<file path="config.mk">
export PLATFORM = sky130hd
export DESIGN_NAME = confreg_uart_flat
export DESIGN_NICKNAME = d
export VERILOG_FILES = /design/src/rtl/confreg_uart_if.sv /design/src/rtl/confreg_uart.sv /design/src/flat_wrapper.sv
export SDC_FILE = /design/constraint.sdc
export NUM_CORES = 1
export LEC_CHECK = 0
export ABC_AREA = 0
export ABC_CLOCK_PERIOD_IN_PS = 8000
export CAP_MARGIN = 20
export CORE_MARGIN = 8
export CORE_UTILIZATION = 25
export CTS_BUF_LIST = sky130_fd_sc_hd__clkbuf_16
export CTS_CLUSTER_SIZE = 40
export DETAILED_ROUTE_END_ITERATION = 10
export DONT_BUFFER_PORTS = 1
export PLACE_DENSITY = 0.36
export SLEW_MARGIN = 10
export SYNTH_ARGS = -nofsm -noshare
export SYNTH_HDL_FRONTEND = slang
export SYNTH_SLANG_ARGS = --single-unit
</file>
<file path="constraint.sdc">
create_clock -name clk -period 8 [get_ports clk]
set_clock_uncertainty 0.1 [all_clocks]
set_input_delay 0 -clock clk [delete_from_list [all_inputs] [get_ports clk]]
set_output_delay 0 -clock clk [all_outputs]
set_load 0.01 [all_outputs]
</file>
<file path="src/rtl/confreg_uart_if.sv">
// Data-side conf_* bus plus the UART/timer side signals of the confreg slave.
// The slave modport is the confreg view; master is the CPU/bench view.
interface confreg_uart_if;
    logic        conf_en;
    logic [7:0]  conf_wen;
    logic [63:0] conf_addr;
    logic [63:0] conf_wdata;
    logic [63:0] conf_rdata;
    logic        uart_out_valid;
    logic [7:0]  uart_out_ch;
    logic        uart_in_valid;
    logic [7:0]  uart_in_ch;
    logic        timer_irq;

    modport slave (
        input  conf_en, conf_wen, conf_addr, conf_wdata, uart_in_ch,
        output conf_rdata, uart_out_valid, uart_out_ch, uart_in_valid, timer_irq
    );

    modport master (
        output conf_en, conf_wen, conf_addr, conf_wdata, uart_in_ch,
        input  conf_rdata, uart_out_valid, uart_out_ch, uart_in_valid, timer_irq
    );
endinterface

</file>
<file path="src/rtl/confreg_uart.sv">
// Confreg slave: UART TX FIFO with paced drain, RX poll register and a 64-bit
// mtime/mtimecmp timer with a registered interrupt. Reads return one cycle later.
module confreg_uart #(
    parameter logic [63:0] BASE_ADDR = 64'h0000_0000_1000_0000,
    parameter int          DEPTH     = 16,
    parameter int          TX_GAP    = 0
) (
    input  logic          clk,
    input  logic          rst_n,
    confreg_uart_if.slave conf
);
    localparam int AW = (DEPTH > 1) ? $clog2(DEPTH) : 1;
    localparam int CW = $clog2(DEPTH + 1);
    localparam logic [7:0]  OFF_TXDATA   = 8'h00;
    localparam logic [7:0]  OFF_STATUS   = 8'h08;
    localparam logic [7:0]  OFF_RXDATA   = 8'h10;
    localparam logic [7:0]  OFF_MTIME    = 8'h18;
    localparam logic [7:0]  OFF_MTIMECMP = 8'h20;
    localparam logic [15:0] GAP_LOAD     = 16'(TX_GAP);

    logic          w_sel;
    logic          w_wr;
    logic          w_rd;
    logic [7:0]    w_off;
    logic          w_full;
    logic          w_empty;
    logic          w_pop;
    logic          w_push_req;
    logic          w_push;
    logic          w_ovf_set;
    logic          w_ovf_clr;
    logic [63:0]   w_rd_val;
    logic [63:0]   w_mtime_nxt;
    logic [63:0]   w_mtimecmp_nxt;

    logic [7:0]    r_mem [DEPTH];
    logic [AW-1:0] r_head;
    logic [AW-1:0] r_tail;
    logic [CW-1:0] r_count;
    logic          r_ovf;
    logic [15:0]   r_gap;
    logic [63:0]   r_mtime;
    logic [63:0]   r_mtimecmp;
    logic [63:0]   r_rdata;
    logic          r_out_valid;
    logic [7:0]    r_out_ch;
    logic          r_irq;

    function automatic logic [63:0] merge_bytes(input logic [63:0] old_v,
                                                input logic [63:0] new_v,
                                                input logic [7:0]  be);
        logic [63:0] res;
        res = old_v;
        for (int i = 0; i < 8; i++) begin
            if (be[i]) begin
                res[8*i +: 8] = new_v[8*i +: 8];
            end else begin
                res[8*i +: 8] = old_v[8*i +: 8];
            end
        end
        return res;
    endfunction

    // Address decode and FIFO push/pop/overflow decisions.
    always_comb begin
        w_off      = conf.conf_addr[7:0];
        w_sel      = conf.conf_en & (conf.conf_addr[63:8] == BASE_ADDR[63:8]);
        w_wr       = w_sel & (|conf.conf_wen);
        w_rd       = w_sel & ~(|conf.conf_wen);
        w_full     = (r_count == CW'(DEPTH));
        w_empty    = (r_count == CW'(0));
        w_pop      = ~w_empty & (r_gap == 16'd0);
        w_push_req = w_wr & (w_off == OFF_TXDATA) & conf.conf_wen[0];
        // a pop in the same cycle frees the slot a full FIFO needs
        w_push     = w_push_req & (~w_full | w_pop);
        w_ovf_set  = w_push_req & w_full & ~w_pop;
        w_ovf_clr  = w_wr & (w_off == OFF_STATUS) & conf.conf_wen[0] & conf.conf_wdata[2];
    end

    // Read data mux; unmapped offsets read as zero.
    always_comb begin
        case (w_off)
            OFF_STATUS:   w_rd_val = {48'h0, 8'(r_count), 5'h0, r_ovf, w_empty, w_full};
            OFF_RXDATA:   w_rd_val = {56'h0, conf.uart_in_ch};
            OFF_MTIME:    w_rd_val = r_mtime;
            OFF_MTIMECMP: w_rd_val = r_mtimecmp;
            default:      w_rd_val = 64'h0;
        endcase
    end

    // Next timer values: a write to mtime suppresses that cycle's increment.
    always_comb begin
        if (w_wr && (w_off == OFF_MTIME)) begin
            w_mtime_nxt = merge_bytes(r_mtime, conf.conf_wdata, conf.conf_wen);
        end else begin
            w_mtime_nxt = r_mtime + 64'd1;
        end
        if (w_wr && (w_off == OFF_MTIMECMP)) begin
            w_mtimecmp_nxt = merge_bytes(r_mtimecmp, conf.conf_wdata, conf.conf_wen);
        end else begin
            w_mtimecmp_nxt = r_mtimecmp;
        end
    end

    // TX FIFO storage, pointers and occupancy.
    always_ff @(posedge clk or negedge rst_n) begin
        if (!rst_n) begin
            for (int i = 0; i < DEPTH; i++) begin
                r_mem[i] <= 8'h00;
            end
            r_head  <= AW'(0);
            r_tail  <= AW'(0);
            r_count <= CW'(0);
        end else begin
            if (w_push) begin
                r_mem[r_tail] <= conf.conf_wdata[7:0];
                r_tail        <= r_tail + AW'(1);
            end
            if (w_pop) begin
                r_head <= r_head + AW'(1);
            end
            if (w_push && !w_pop) begin
                r_count <= r_count + CW'(1);
            end else if (w_pop && !w_push) begin
                r_count <= r_count - CW'(1);
            end else begin
                r_count <= r_count;
            end
        end
    end

    // TX output pulse, pacing gap and sticky overflow flag.
    always_ff @(posedge clk or negedge rst_n) begin
        if (!rst_n) begin
            r_out_valid <= 1'b0;
            r_out_ch    <= 8'h00;
            r_gap       <= 16'd0;
            r_ovf       <= 1'b0;
        end else begin
            r_out_valid <= w_pop;
            if (w_pop) begin
                r_out_ch <= r_mem[r_head];
                r_gap    <= GAP_LOAD;
            end else if (r_gap != 16'd0) begin
                r_gap <= r_gap - 16'd1;
            end else begin
                r_gap <= r_gap;
            end
            r_ovf <= w_ovf_set | (r_ovf & ~w_ovf_clr);
        end
    end

    // Timer registers, interrupt and read data register.
    always_ff @(posedge clk or negedge rst_n) begin
        if (!rst_n) begin
            r_mtime    <= 64'h0;
            r_mtimecmp <= 64'hFFFF_FFFF_FFFF_FFFF;
            r_irq      <= 1'b0;
            r_rdata    <= 64'h0;
        end else begin
            r_mtime    <= w_mtime_nxt;
            r_mtimecmp <= w_mtimecmp_nxt;
            r_irq      <= (w_mtime_nxt >= w_mtimecmp_nxt);
            if (w_rd) begin
                r_rdata <= w_rd_val;
            end
        end
    end

    assign conf.conf_rdata     = r_rdata;
    assign conf.uart_out_valid = r_out_valid;
    assign conf.uart_out_ch    = r_out_ch;
    assign conf.uart_in_valid  = w_rd & (w_off == OFF_RXDATA);
    assign conf.timer_irq      = r_irq;
endmodule

</file>
<file path="src/flat_wrapper.sv">
// flat-port wrapper written by rule: the top's interface ports become plain ports
module confreg_uart_flat 
#(
    parameter logic [63:0] BASE_ADDR = 64'h0000_0000_1000_0000,
    parameter int          DEPTH     = 16,
    parameter int          TX_GAP    = 0
)
  (clk, rst_n, conf_conf_en, conf_conf_wen, conf_conf_addr, conf_conf_wdata, conf_uart_in_ch, conf_conf_rdata, conf_uart_out_valid, conf_uart_out_ch, conf_uart_in_valid, conf_timer_irq);
  confreg_uart_if conf_i ();
  input  logic clk;
  input  logic rst_n;
  input wire logic [$bits(conf_i.conf_en)-1:0] conf_conf_en;
  input wire logic [$bits(conf_i.conf_wen)-1:0] conf_conf_wen;
  input wire logic [$bits(conf_i.conf_addr)-1:0] conf_conf_addr;
  input wire logic [$bits(conf_i.conf_wdata)-1:0] conf_conf_wdata;
  input wire logic [$bits(conf_i.uart_in_ch)-1:0] conf_uart_in_ch;
  output wire logic [$bits(conf_i.conf_rdata)-1:0] conf_conf_rdata;
  output wire logic [$bits(conf_i.uart_out_valid)-1:0] conf_uart_out_valid;
  output wire logic [$bits(conf_i.uart_out_ch)-1:0] conf_uart_out_ch;
  output wire logic [$bits(conf_i.uart_in_valid)-1:0] conf_uart_in_valid;
  output wire logic [$bits(conf_i.timer_irq)-1:0] conf_timer_irq;
  assign conf_i.conf_en = conf_conf_en;
  assign conf_i.conf_wen = conf_conf_wen;
  assign conf_i.conf_addr = conf_conf_addr;
  assign conf_i.conf_wdata = conf_conf_wdata;
  assign conf_i.uart_in_ch = conf_uart_in_ch;
  assign conf_conf_rdata = conf_i.conf_rdata;
  assign conf_uart_out_valid = conf_i.uart_out_valid;
  assign conf_uart_out_ch = conf_i.uart_out_ch;
  assign conf_uart_in_valid = conf_i.uart_in_valid;
  assign conf_timer_irq = conf_i.timer_irq;
  confreg_uart #(.BASE_ADDR(BASE_ADDR), .DEPTH(DEPTH), .TX_GAP(TX_GAP)) u_core (.clk(clk), .rst_n(rst_n), .conf(conf_i));
endmodule
</file>
### After elaboration in Yosys (flattened, before gate mapping)

Cells that the tools add are included.

| operators by class | value |
|---|---|
| add/subtract/negate cells | 6 |
| magnitude comparators | 4 |
| equal/unequal tests | 6 |
| muxes and demuxes | 29 |
| bitwise logic cells | 23 |
| reductions and logical operators | 14 |

Operators by type and width:

| cell | count |
|---|---|
| one-hot mux 64 bit (4 select lines) | 1 |
| 2-to-1 mux 8 bit | 19 |
| bitwise mux 128 bit | 1 |
| 2-to-1 mux 64 bit | 2 |
| adder 64 x 1 -> 64 bit (second input constant) | 1 |
| >= comparator 64 bit | 1 |
| equality test 56 x 21 -> 1 bit (second input constant) | 1 |
| binary-select mux 8 bit (select 4 bit) | 1 |
| demux 8 bit (select 4 bit) | 1 |
| 2-to-1 mux 16 bit | 2 |
| equality test 8 x 5 -> 1 bit (second input constant) | 2 |
| logical NOT 16 bit | 1 |
| nonzero test 16 bit | 1 |
| subtractor 16 x 1 -> 16 bit (second input constant) | 1 |
| AND 1 bit | 14 |
| >= comparator 5 bit (second input constant) | 2 |
| 2-to-1 mux 5 bit | 2 |
| NOT 4 -> 5 bit | 2 |
| adder 4 x 1 -> 4 bit (second input constant) | 2 |
| equality test 8 x 4 -> 1 bit (second input constant) | 1 |
| equality test 8 x 6 -> 1 bit (second input constant) | 1 |
| logical NOT 8 bit | 1 |
| OR reduction 8 bit | 1 |
| adder 5 x 1 -> 5 bit (second input constant) | 1 |
| other kinds (9) | 20 |

| word-level totals | value |
|---|---|
| register bits | 360 |
| input bits | 147 |
| output and inout bits | 75 |
| logic and storage cells | 109 |

### Logic depth before layout (Yosys ltp)

| depth | value |
|---|---|
| depth after elaboration | 10 |
| mapped depth | 18 |
| gate-level depth less buffers | 16 |

### Worst setup path after synthesis

No wires, ideal clock.

| timing path | value |
|---|---|
| kind | in2reg |
| start point | input conf_conf_addr[0] |
| end point | register u_core.r_irq (netlist: u_core.conf.timer_irq) |
| setup time | 0.065 ns |
| data arrival time | 4.401 ns |
| data required time | 7.835 ns |
| path slack | 3.434 ns |
| cell stages on the path | 16 |
| buffers on the path | 3 |
| path through | or4_1 -> nor4b_2 -> and2_0 -> clkbuf_1 -> and4b_1 -> buf_4 -> buf_2 -> nand2_1 -> o211a_1 -> ha_1 -> nand4_1 -> or2_2 -> or3_1 -> or4_1 -> nor4_1 -> a211o_1 |

| on the way | value |
|---|---|
| word-level cells in the longest chain between the ends | 4 |
| elaborated cells on any way between the ends | 7 |
| those cells by class | order compare (1); eq/ne (2); mux (2); reduce/logical (2) |

Ends and longest elaborated chain:

| what | RTL line | RTL |
|---|---|---|
| from (decl) | flat_wrapper.sv:14 | `input wire logic [$bits(conf_i.conf_addr)-1:0] conf_conf_addr;` |
| equality test 8 x 5 -> 1 bit | confreg_uart.sv:93 | `if (w_wr && (w_off == OFF_MTIME)) begin` |
| logical AND 1 bit | confreg_uart.sv:93 |  |
| 2-to-1 mux 64 bit | confreg_uart.sv:93 |  |
| named net u_core.w_mtime_nxt[61] | confreg_uart.sv:33 | `logic [63:0] w_mtime_nxt;` |
| >= comparator 64 bit | confreg_uart.sv:163 | `r_irq <= (w_mtime_nxt >= w_mtimecmp_nxt);` |
| to (signal assigned) | confreg_uart.sv:163 |  |
| to (decl) | confreg_uart.sv:47 | `logic r_irq;` |

The timed path passes the listed nets, and every way through them passes these cells.
A chain may end at the register's enable or synchronous reset.

### Final worst setup path

| timing path | value |
|---|---|
| start point | input conf_conf_addr[6] |
| end point | register u_core.r_irq (netlist: u_core.conf.timer_irq) |

Same word-level chain as after synthesis.

==> impl_metrics.toml <==
[detailed_routing]
first_iter_violations = 868
drt_wl_total_mm = 63.7
post-route-drc-count = 0
vias_per_cell = 4.98
met3_length_mm = 3.97
wl_met1_mm = 29.4
ant_nets = 0
wl_per_cell_microns = 22.5
wl_met2_mm = 29.2
highest_layer = "met5"
via_count = 14100
drtPass1Iterations = 5

[synthesis]
ys_ff_latch = 360
synth_nets = 1928
synth.avg_cell_area_sq_um = 11.1
yosys_most_used_dff = "dfrtp_1"
syn-instance-count = 1705
synth_top_area_frac = 0.392
synth_cell_type_count = 74
synthArstFlopShare = 1.00
synth_warnings = 0
synth_largest_area_cell = "dfrtp_1"
syn_area_sq_mm = 0.0189
synth_area_leaders = "dfrtp_1, mux2_2, dfstp_2, ha_1, mux4_2"
synth_enable_flop_cells = 0
ys_seq_area_frac = 0.481

[grt]
grt_max_degree = 361
antenna_found_initial = 12
globalRouteTotalUtil = 0.147
grt_overflow = 0
grt_pass1_vias = 14700
grt_pass1_wl_mm = 97.5

[critical_path]
path_max_fanout = 72
cp-start-kind = "primary input"
crit_required_ps = 8420
end_kind = "flop"
critPathKind = "primary input to flop"
cp.arrival_ps = 6690

[sta]
fin_ws_ps = 1730
min_period_ps = 6270
setup_viol = 0
rsz0062_at_grt = "false"
worst_pin_slew_ps = 1710
tns_ps = 0
timing.hold.ws_ps = -915
slew_violations = 97
fin_crit_sh = 0.783
relSlewSlack = -0.142
clock.fmax_mhz = 160
final-hold-violation-count = 349

[place]
port_buffers = 0
dp_slack_ps = 1940
post-dp-hpwl_mm = 44.0
gp_congestion = 0.786

[clock_tree]
clk_latency_ps = 590
cts.path.max_buffers = 3
cts.clk_slew.worst_paths_ps = 50
cts_buffers = 45
cts_tree = "done"
clock-sinks = 360
clock-root-buffer = "clkbuf_16"
htreeDepth = 2
hold_buffers = 138

[power_and_ir_drop]
pwr-share-seq = 0.476
switchingPower_uw = 880
power_density_mw_per_mm2 = 169
p_clk_frac = 0.504
power_leakage_nw = 10.5
peakVddDrop_uv = 134
intPower_mw = 2.95
power_frac_comb = 0.020
swShare = 0.230

[cells_and_area]
syn_to_final_growth_pct = 19.9
nets = 2036
layout-drive-gt1-share = 0.202
final_util = 0.304

[floorplan]
io-pin-count = 222
die_area_sq_mm = 0.0846
die_x_microns = 291
rows = 100
initial_core_util = 0.253
coreArea_sq_mm = 0.0746
die_y_microns = 291

[run_status]
violations = "negative hold slack, max-slew violations"
status = "complete, but fails checks"

[hold_path]
holdCritPathClass = "primary input to async pin"

[run]
maxCapViolCount = 0
-- area by class of cell --
cell class | instances | area (sq um)
flip-flops and latches | 360 | 9090
diodes | 15 | 37.5
clock buffers | 45 | 1130
inverters | 82 | 308
fillers | 7628 | 51900
multi-input cells | 1175 | 9140
well taps | 969 | 1210
repair buffers | 149 | 1460
clock inverters | 38 | 258
-- layer usage --
metal,up-vias,global-route usage
met4,2,0.0339
met1,7172,0.198
met3,60,0.0385
li1,6545,-
met2,340,0.236
met5,-,0
-- critical path, cell delays in order --
cell and delay, ps:
dlygate4sd3_1 520, or4_1 430, dlygate4sd3_1 600, nor4b_2 920, and2_2 300, buf_4 630
nand4b_1 160, buf_4 390, nor2_1 240, o21bai_1 100, o211a_1 140, ha_1 300
nand4_1 130, or2_2 330, or3_1 400, or4_1 580, nor4_1 300, a211o_1 160
-- power groups by stage --
stage               clock (mW)  combinational [mW]  sequential (mW)
floorplan                    0              0.0175             1.86
global placement             0              0.0102             1.85
detailed placement           0              0.0103             1.85
CTS                       2.02              0.0770             1.82
global route              2.08              0.0802             1.82
finish                    1.93              0.0751             1.82
-- cell usage after synthesis, types with 6 or more instances --
master,number
a211oi_1,11
a21o_1,11
a21oi_1,81
a22oi_1,56
and3_1,13
and4_1,6
buf_1,15
buf_2,11
clkbuf_1,59
dfrtp_1,296
dfstp_2,64
ha_1,75
inv_1,82
mux2_2,161
mux2i_1,50
mux4_2,40
nand2_1,161
nand2b_1,7
nand3_1,44
nand4_1,35
nor2_1,85
nor2b_1,6
nor3_1,33
nor4_1,28
o21a_1,7
o21ai_0,111
o21bai_1,12
o221a_2,8
o22ai_1,13
or2_2,7
xnor2_1,11
xor2_1,10
-- state kept, by name, indices dropped and copies added, names as in the netlist, 4 cells and up --
signal	cells
u_core.conf.uart_out_ch	8
u_core.r_mem	128
u_core.conf.conf_rdata	64
u_core.r_count	5
u_core.r_tail	4
u_core.r_gap	16
u_core.r_mtime	64
u_core.r_mtimecmp	64
u_core.r_head	4
-- cells in the final DEF (no fill, tap or decap), types with 12 or more instances in the layout --
cell	count
o22ai_1	13
mux4_2	40
and3_1	13
nand3_1	43
nor2_1	84
o21ai_0	111
nor3_1	32
a22oi_1	56
nor4_1	28
a21oi_1	81
mux2_2	161
mux2i_1	50
dlygate4sd3_1	138
diode_2	15
inv_1	101
nand2_1	161
o21bai_1	12
dfrtp_1	294
dfstp_2	64
clkbuf_16	45
nand4_1	35
ha_1	75
-- final timing paths --
check | startpoint | to | slack (ps) | depth (start not counted)
worst min-delay path | rst_n | u_core.r_gap[6]$_DFFE_PN0P_ | -920 | 0
worst min register to register | u_core.r_gap[6]$_DFFE_PN0P_ | u_core.r_gap[6]$_DFFE_PN0P_ | 370 | 1
worst max register to register | u_core.r_mtime[0]$_DFF_PN0_ | u_core.conf.timer_irq$_DFF_PN0_ | 2530 | 16
min in group clk | conf_conf_addr[26] | u_core.r_ovf$_DFF_PN0_ | 20 | 6
max in group asynchronous | rst_n | u_core.conf.conf_rdata[1]$_DFFE_PN0P_ | 7410 | 0
worst max-delay path | conf_conf_addr[6] | u_core.conf.timer_irq$_DFF_PN0_ | 1730 | 18
-- through the flow --
step	total power [mW]	std cells	cell area, sq um
2_1_floorplan	1.87	1705	18900
3_3_place_gp	1.86	2597	19800
3_5_place_dp	1.86	2597	19800
4_1_cts	3.92	2818	22600
5_1_grt	3.99	2826	22600
6_report	3.83	2833	22600
-- cell families after synthesis --
kind of cell | Yosys count | share of synthesized area
AND/OR/NAND/NOR | 472 | 0.132
flip-flops | 360 | 0.481
AO/OA/AOI/OAI | 352 | 0.118
multiplexers | 254 | 0.172
buffers and inverters | 170 | 0.0357
adder cells (fa/ha/maj) | 76 | 0.0508
XOR/XNOR | 21 | 0.00974
-- what timing repair did --
item	in CTS	in global routing
gates resized for setup	0	0
setup buffers	0	0
hold endpoints to repair	635	360
Power figures use the tool's default switching activity.
